**src/rtl/auth_code_blk_if.sv**
```systemverilog
// UART-receiver / power-control bundle of the authorisation block.
// master = byte source and rider sensor side, slave = auth_code_blk.
interface auth_code_blk_if;
  logic       rx_rdy;
  logic [7:0] rx_data;
  logic       rider_off;
  logic       clr_rx_rdy;
  logic       pwr_up;
  logic       locked;
  logic [2:0] auth_state;

  modport master (
    output rx_rdy, rx_data, rider_off,
    input  clr_rx_rdy, pwr_up, locked, auth_state
  );

  modport slave (
    input  rx_rdy, rx_data, rider_off,
    output clr_rx_rdy, pwr_up, locked, auth_state
  );
endinterface

```
**src/rtl/auth_code_blk.sv**
```systemverilog
// Bluetooth power-authorisation FSM: multi-byte unlock code, inter-byte timeout,
// debounced rider-off power-down and lockout after repeated failed attempts.
module auth_code_blk #(
  parameter int                    CODE_LEN  = 1,
  parameter logic [8*CODE_LEN-1:0] CODE      = 8'h67,
  parameter logic [7:0]            STOP_CHAR = 8'h73,
  parameter int                    OFF_DLY   = 1,
  parameter int                    TMO       = 2**20,
  parameter int                    MAX_FAIL  = 3,
  parameter int                    LOCK_CYC  = 2**24
) (
  input logic           clk,
  input logic           rst,
  auth_code_blk_if.slave bus
);

  localparam int IW = $clog2(CODE_LEN) + 1;
  localparam int TW = $clog2(TMO) + 1;
  localparam int OW = $clog2(OFF_DLY) + 1;
  localparam int LW = $clog2(LOCK_CYC) + 1;
  localparam int FW = $clog2(MAX_FAIL) + 1;

  localparam logic [31:0]   CODE_W    = 32'(CODE);
  localparam logic [7:0]    CODE_B0   = CODE_W[8*(CODE_LEN-1) +: 8];
  localparam logic [IW-1:0] IDX_LAST  = IW'(CODE_LEN - 1);
  localparam logic [TW-1:0] TMO_LAST  = TW'(TMO - 1);
  localparam logic [OW-1:0] OFF_LAST  = OW'(OFF_DLY - 1);
  localparam logic [LW-1:0] LOCK_LAST = LW'(LOCK_CYC - 1);
  localparam logic [FW-1:0] FAIL_LAST = FW'(MAX_FAIL - 1);
  localparam logic [FW-1:0] FAIL_MAX  = FW'(MAX_FAIL);

  typedef enum logic [2:0] {
    ST_OFF      = 3'd0,
    ST_PWR      = 3'd1,
    ST_STOPPING = 3'd2,
    ST_MATCH    = 3'd3,
    ST_LOCKED   = 3'd4
  } state_t;

  state_t        state, state_nxt;
  logic [IW-1:0] idx, idx_nxt;
  logic [TW-1:0] tmo_cnt, tmo_nxt;
  logic [OW-1:0] off_cnt, off_nxt;
  logic [LW-1:0] lock_cnt, lock_nxt;
  logic [FW-1:0] fail_cnt, fail_nxt;
  logic          fail_event;
  logic          pwr_up_q, locked_q;

  // Code bytes are stored MS byte first; index 0 is the first byte on the wire.
  function automatic logic [7:0] code_byte(input logic [IW-1:0] i);
    logic [31:0] sh;
    sh = CODE_W >> (8 * (CODE_LEN - 1 - int'(i)));
    return sh[7:0];
  endfunction

  assign bus.clr_rx_rdy = bus.rx_rdy & ~rst;
  assign bus.pwr_up     = pwr_up_q;
  assign bus.locked     = locked_q;
  assign bus.auth_state = state;

  always_ff @(posedge clk or posedge rst) begin
    if (rst) begin
      state    <= ST_OFF;
      idx      <= '0;
      tmo_cnt  <= '0;
      off_cnt  <= '0;
      lock_cnt <= '0;
      fail_cnt <= '0;
      pwr_up_q <= 1'b0;
      locked_q <= 1'b0;
    end else begin
      state    <= state_nxt;
      idx      <= idx_nxt;
      tmo_cnt  <= tmo_nxt;
      off_cnt  <= off_nxt;
      lock_cnt <= lock_nxt;
      fail_cnt <= fail_nxt;
      pwr_up_q <= (state_nxt == ST_PWR) || (state_nxt == ST_STOPPING);
      locked_q <= (state_nxt == ST_LOCKED);
    end
  end

  always_comb begin
    state_nxt  = state;
    idx_nxt    = idx;
    tmo_nxt    = tmo_cnt;
    off_nxt    = off_cnt;
    lock_nxt   = lock_cnt;
    fail_nxt   = fail_cnt;
    fail_event = 1'b0;

    case (state)
      ST_OFF: begin
        if (bus.rx_rdy && bus.rx_data == CODE_B0) begin
          if (CODE_LEN == 1) begin
            state_nxt = ST_PWR;
          end else begin
            state_nxt = ST_MATCH;
            idx_nxt   = IW'(1);
            tmo_nxt   = '0;
          end
        end
      end

      ST_MATCH: begin
        if (bus.rx_rdy) begin
          if (bus.rx_data == code_byte(idx)) begin
            tmo_nxt = '0;
            if (idx == IDX_LAST) begin
              state_nxt = ST_PWR;
              fail_nxt  = '0;
              idx_nxt   = '0;
            end else begin
              idx_nxt = idx + IW'(1);
            end
          end else begin
            fail_event = 1'b1;
          end
        end else if (tmo_cnt == TMO_LAST) begin
          fail_event = 1'b1;
        end else begin
          tmo_nxt = tmo_cnt + TW'(1);
        end

        // The failure that reaches MAX_FAIL sends us to LOCKED with a fresh lock timer.
        if (fail_event) begin
          if (fail_cnt != FAIL_MAX) fail_nxt = fail_cnt + FW'(1);
          state_nxt = (fail_cnt == FAIL_LAST) ? ST_LOCKED : ST_OFF;
          idx_nxt   = '0;
          tmo_nxt   = '0;
          lock_nxt  = '0;
        end
      end

      ST_PWR: begin
        if (bus.rx_rdy && bus.rx_data == STOP_CHAR) begin
          if (bus.rider_off) begin
            state_nxt = ST_OFF;
          end else begin
            state_nxt = ST_STOPPING;
            off_nxt   = '0;
          end
        end
      end

      ST_STOPPING: begin
        // A resume byte takes priority over an expiring rider-off debounce.
        if (bus.rx_rdy && bus.rx_data == CODE_B0) begin
          state_nxt = ST_PWR;
          off_nxt   = '0;
        end else if (bus.rider_off) begin
          if (off_cnt == OFF_LAST) begin
            state_nxt = ST_OFF;
            off_nxt   = '0;
          end else begin
            off_nxt = off_cnt + OW'(1);
          end
        end else begin
          off_nxt = '0;
        end
      end

      ST_LOCKED: begin
        if (lock_cnt == LOCK_LAST) begin
          state_nxt = ST_OFF;
          fail_nxt  = '0;
          lock_nxt  = '0;
        end else begin
          lock_nxt = lock_cnt + LW'(1);
        end
      end

      default: begin
        state_nxt = ST_OFF;
      end
    endcase
  end

endmodule

```
**src/flat_wrapper.sv**
```systemverilog
// flat-port wrapper written by rule: the top's interface ports become plain ports
module auth_code_blk_flat 
#(
  parameter int                    CODE_LEN  = 1,
  parameter logic [8*CODE_LEN-1:0] CODE      = 8'h67,
  parameter logic [7:0]            STOP_CHAR = 8'h73,
  parameter int                    OFF_DLY   = 1,
  parameter int                    TMO       = 2**20,
  parameter int                    MAX_FAIL  = 3,
  parameter int                    LOCK_CYC  = 2**24
)
  (clk, rst, bus_rx_rdy, bus_rx_data, bus_rider_off, bus_clr_rx_rdy, bus_pwr_up, bus_locked, bus_auth_state);
  auth_code_blk_if bus_i ();
  input logic clk;
  input logic rst;
  input wire logic [$bits(bus_i.rx_rdy)-1:0] bus_rx_rdy;
  input wire logic [$bits(bus_i.rx_data)-1:0] bus_rx_data;
  input wire logic [$bits(bus_i.rider_off)-1:0] bus_rider_off;
  output wire logic [$bits(bus_i.clr_rx_rdy)-1:0] bus_clr_rx_rdy;
  output wire logic [$bits(bus_i.pwr_up)-1:0] bus_pwr_up;
  output wire logic [$bits(bus_i.locked)-1:0] bus_locked;
  output wire logic [$bits(bus_i.auth_state)-1:0] bus_auth_state;
  assign bus_i.rx_rdy = bus_rx_rdy;
  assign bus_i.rx_data = bus_rx_data;
  assign bus_i.rider_off = bus_rider_off;
  assign bus_clr_rx_rdy = bus_i.clr_rx_rdy;
  assign bus_pwr_up = bus_i.pwr_up;
  assign bus_locked = bus_i.locked;
  assign bus_auth_state = bus_i.auth_state;
  auth_code_blk #(.CODE_LEN(CODE_LEN), .CODE(CODE), .STOP_CHAR(STOP_CHAR), .OFF_DLY(OFF_DLY), .TMO(TMO), .MAX_FAIL(MAX_FAIL), .LOCK_CYC(LOCK_CYC)) u_core (.clk(clk), .rst(rst), .bus(bus_i));
endmodule
```
**config.mk**
```make
export PLATFORM = sky130hd
export DESIGN_NAME = auth_code_blk_flat
export DESIGN_NICKNAME = d
export VERILOG_FILES = /design/src/rtl/auth_code_blk_if.sv /design/src/rtl/auth_code_blk.sv /design/src/flat_wrapper.sv
export SDC_FILE = /design/constraint.sdc
export NUM_CORES = 1
export LEC_CHECK = 0
export BUFFER_PORTS_ARGS = -buffer_cell sky130_fd_sc_hd__buf_2
export CORE_MARGIN = 2
export CORE_UTILIZATION = 30
export CTS_BUF_LIST = sky130_fd_sc_hd__clkbuf_8
export CTS_CLUSTER_SIZE = 12
export DETAILED_ROUTE_END_ITERATION = 6
export GPL_ROUTABILITY_DRIVEN = 0
export PLACE_DENSITY = 0.52
export SLEW_MARGIN = 0
export SYNTH_ARGS = -nofsm -noshare
export SYNTH_HDL_FRONTEND = slang
export SYNTH_SLANG_ARGS = --single-unit
```
**constraint.sdc**
```tcl
create_clock -name clk -period 2.8 [get_ports clk]
set_input_delay 0.28 -clock clk [delete_from_list [all_inputs] [get_ports clk]]
set_output_delay 0.28 -clock clk [all_outputs]
set_load 0.01 [all_outputs]
```
==> results.md <==
- Post-DR wirelength/cell: 14.1 µm
- Total of max-cap violations: 0
- Sort of element at the end of the critical path: flop
- Number of failing setup endpoints in the final timing report: 0
- Worst-path maximum fanout: 8
- Clock sink count: 54
- Vias in the first global route: roughly 2500
- Post-route worst setup slack: 0.302 ns
- Per-cell via count in the routed design: about 5.2
- Synthesis-to-layout area growth: 13.2%
- Flops & latches, synth: 54
- Timing-limited maximum frequency: about 0.40 GHz
- Most common cell after layout, fill and taps aside: dfrtp_1
- Main flop type after synthesis: dfrtp_1
- IO Pins: 18
- Final number of max-transition violations: 0
- Worst-case hold slack: ~0.33 ns
- Worst setup path endpoint: u_core.fail_cnt[0]
- Maximum number of pins on one net before global-route repair: 21
- Insertion delay of the later-clocked pin in the worst-skew pair: between 0.3 and 0.4 ns
- Initial standard-cell utilization of the core: a little under a third
- Number of H-tree levels: 2
- Floorplan row count: 36
- Multiplexer area fraction after synthesis: less than 1%
- Final instance count without filler cells: slightly below 500
- Count of flip-flops with a built-in enable after synthesis: 0
- Half-perimeter wire length after placement: slightly below 5 mm
- Sequential-to-total area share from yosys stat: 44.0%
- Period Utilization, post-route: approximately 89%
- Max IR drop VDD: ~230 µV
- Max Buffers Root-to-Sink: 2
- Synthesized area divided by synthesized cell count: 9.16 µm²
- Type of the worst setup path: flop to flop
- Number of cells on the worst reg-to-reg path: 7
- Full die area: ~11000 µm²
- Total power density per cell area: 481 nW/µm²
- RSZ-0062 raised after global routing: no
- Fraction of layout cells with a size suffix above 1: between 10% and 20%
- Drt first pass iters: 4
- Number of nets produced by synthesis: between 300 and 400
- Compound-gate portion of the synthesized area: between 15 and 20%
- Kind of launch point of the worst setup path: flop
- Class of the tightest hold or removal check: input port to flop
- Remaining max-slew budget at the tightest pin: 31.9%
- Count of nets left with antenna violations after detail routing: 0
- Post-synthesis simple-gate area fraction: 27.1%
- Crit path arrival time: roughly 2.7 ns
- Cells after Synth: 335
- IO buf count: 17
- Synth Warn #: 0
- First-pass GRT wire length: 12.0 mm
- Final worst path period need: roughly 2.5 ns
- FILL cells: between 900 and 1000
- Cell chosen for the clock root: clkbuf_8
- Area of the placeable core: about 9900 µm²
- Setup clock skew after layout: 0.0144 ns
- Share of async-settable or async-resettable flops after synthesis: 100%
- Antenna violations before repair: 0
- Post-route total power: 1.67 mW
- Cell variety after synth: 50
- TritonCTS clock tree: built
- Placed Instances: 484
- Detailed-route wire length: a little under 7 mm
- Run status: complete, no violations
- Hold Fails Final Rpt: 0
- Setup repair bufs after CTS: 0
- R2r startpoint: u_core.lock_cnt[0]
- Die Span X: approximately 110 µm
- Crit. Startpoint: u_core.lock_cnt[0]
- Post-cts repair resize count: 0
- All-layer global routing usage: a little over an eighth
- Die Y: between 100 and 150 µm
- Grt total ovfl: 0
- Sum of negative setup slack: 0 ns
- Post-CTS clock slew at the launch and capture registers of the worst setup and hold paths: roughly 0.11 ns
- Worst slack at placement: about 0.33 ns
- Leakage Power: approximately 1.5 nW
- Iteration-0 DRC count of the detailed router: 91
- Worst slew pin tran: just over 1 ns
- Placed Instance Area: 3340 µm²
- Final core area utilization: 35.2%
- CP required: 2.99 ns
- Total non-filler cell area in the finished layout: 3480 µm²
- Post-synth design cell area: 3070 µm²
- Synth Area in XOR/XNOR: 4.28%
- Main combinational cell family by area after synthesis: simple AND/OR/NAND/NOR gates
- Leading cell types in the layout, fill and taps excluded: dfrtp_1, nor2_1, nand2_1
- Synth Area in Adders: under 10%
- Number of clock buffers inserted by TritonCTS: 5
- Number of remaining DRC errors: 0
- Total number of vias: roughly 2500
- Layout net count: between 300 and 400
- Register-to-register path setup slack: ~0.3 ns
- Final antenna diode count: 0
- Reg-to-reg critical path endpoint: u_core.fail_cnt[0]
[synth_stat cells (4+ instances only)]
cell type | n | area share [%]
nand2_1 | 26 | 3.2
nand4_1 | 8 | 1.6
o21ai_0 | 13 | 2.1
o21ai_1 | 4 | 0.65
xnor2_1 | 13 | 3.7
nor3_1 | 22 | 3.6
ha_1 | 4 | 1.6
nand2b_1 | 4 | 0.82
dfrtp_1 | 54 | 44
a22o_1 | 7 | 2.0
and4_1 | 6 | 1.7
a211o_1 | 11 | 3.1
and3_1 | 11 | 2.2
inv_1 | 15 | 1.8
clkbuf_1 | 9 | 1.1
a31oi_1 | 6 | 1.2
nor4_1 | 10 | 2.0
a21oi_1 | 10 | 1.6
and2_1 | 4 | 0.82
nor2_1 | 27 | 3.3
nand3_1 | 14 | 2.3
nor2b_1 | 6 | 1.2
[registers in the layout, indices dropped and copies added, names as in the netlist]
name and cells:
u_core.fail_cnt 3, u_core.bus.auth_state 3, u_core.tmo_cnt 21, u_core.bus.pwr_up 1
u_core.bus.locked 1, u_core.lock_cnt 25
[layout make-up]
class | instances | area, µm² | area share, %
multi-input combinational | 253 | 1600 | 45.9
sequential | 54 | 1350 | 38.9
timing repair buffer | 30 | 185 | 5.33
tap | 133 | 166 | 4.79
clock buffer | 6 | 82.6 | 2.38
inverter | 15 | 56.3 | 1.62
clock inverter | 2 | 38.8 | 1.12
[worst min-delay path by stage]
stage	start	to	depth (start not counted)
5_1_grt	bus_rider_off	u_core.bus.auth_state[1]	4
6_report	bus_rider_off	u_core.bus.auth_state[1]	4
3_3_place_gp	rst	u_core.tmo_cnt[12]	2
4_1_cts	bus_rider_off	u_core.bus.auth_state[1]	4
3_5_place_dp	rst	u_core.tmo_cnt[5]	2
2_1_floorplan	u_core.lock_cnt[24]	u_core.lock_cnt[24]	1
[where the power goes]
part	internal (mW)	switching, mW
Sequential	0.848	0.0811
Combinational	0.0830	0.0875
Clock	0.295	0.278
Total	1.23	0.447
[layer usage]
metal	routed length [µm]	vias up	track usage (%)
li1	-	1285	-
met1	3430	1224	17.6
met4	76	0	4.00
met2	3280	22	21.7
met5	0	-	0
met3	148	8	2.31
[worst max-delay path, stage by stage, from the launching register on]
cell       delay [ns]
dfrtp_1          0.41
ha_1             0.22
nand4_1          0.16
or4_1            0.57
buf_4            0.19
nor4_1           0.40
a2bb2oi_1        0.30
mux2i_1          0.11
[timing repair]
action | in CTS | in global routing
endpoints found under the setup margin | 0 | 0
hold endpoints to repair | 17 | 0
hold buffers | 1 | 0
[cell families (layout without fill, tap and decap cells)]
| kind of cell | Yosys count | after routing |
|---|---|---|
| flops | 54 | 54 |
| buf+inv | 28 | 53 |
| mux | 3 | 3 |
| fa+ha+maj | 4 | 4 |
| xor+xnor | 15 | 15 |
| compound gates | 76 | 76 |
| simple gates | 155 | 155 |
Note: power is estimated with default switching activity, not from simulation.
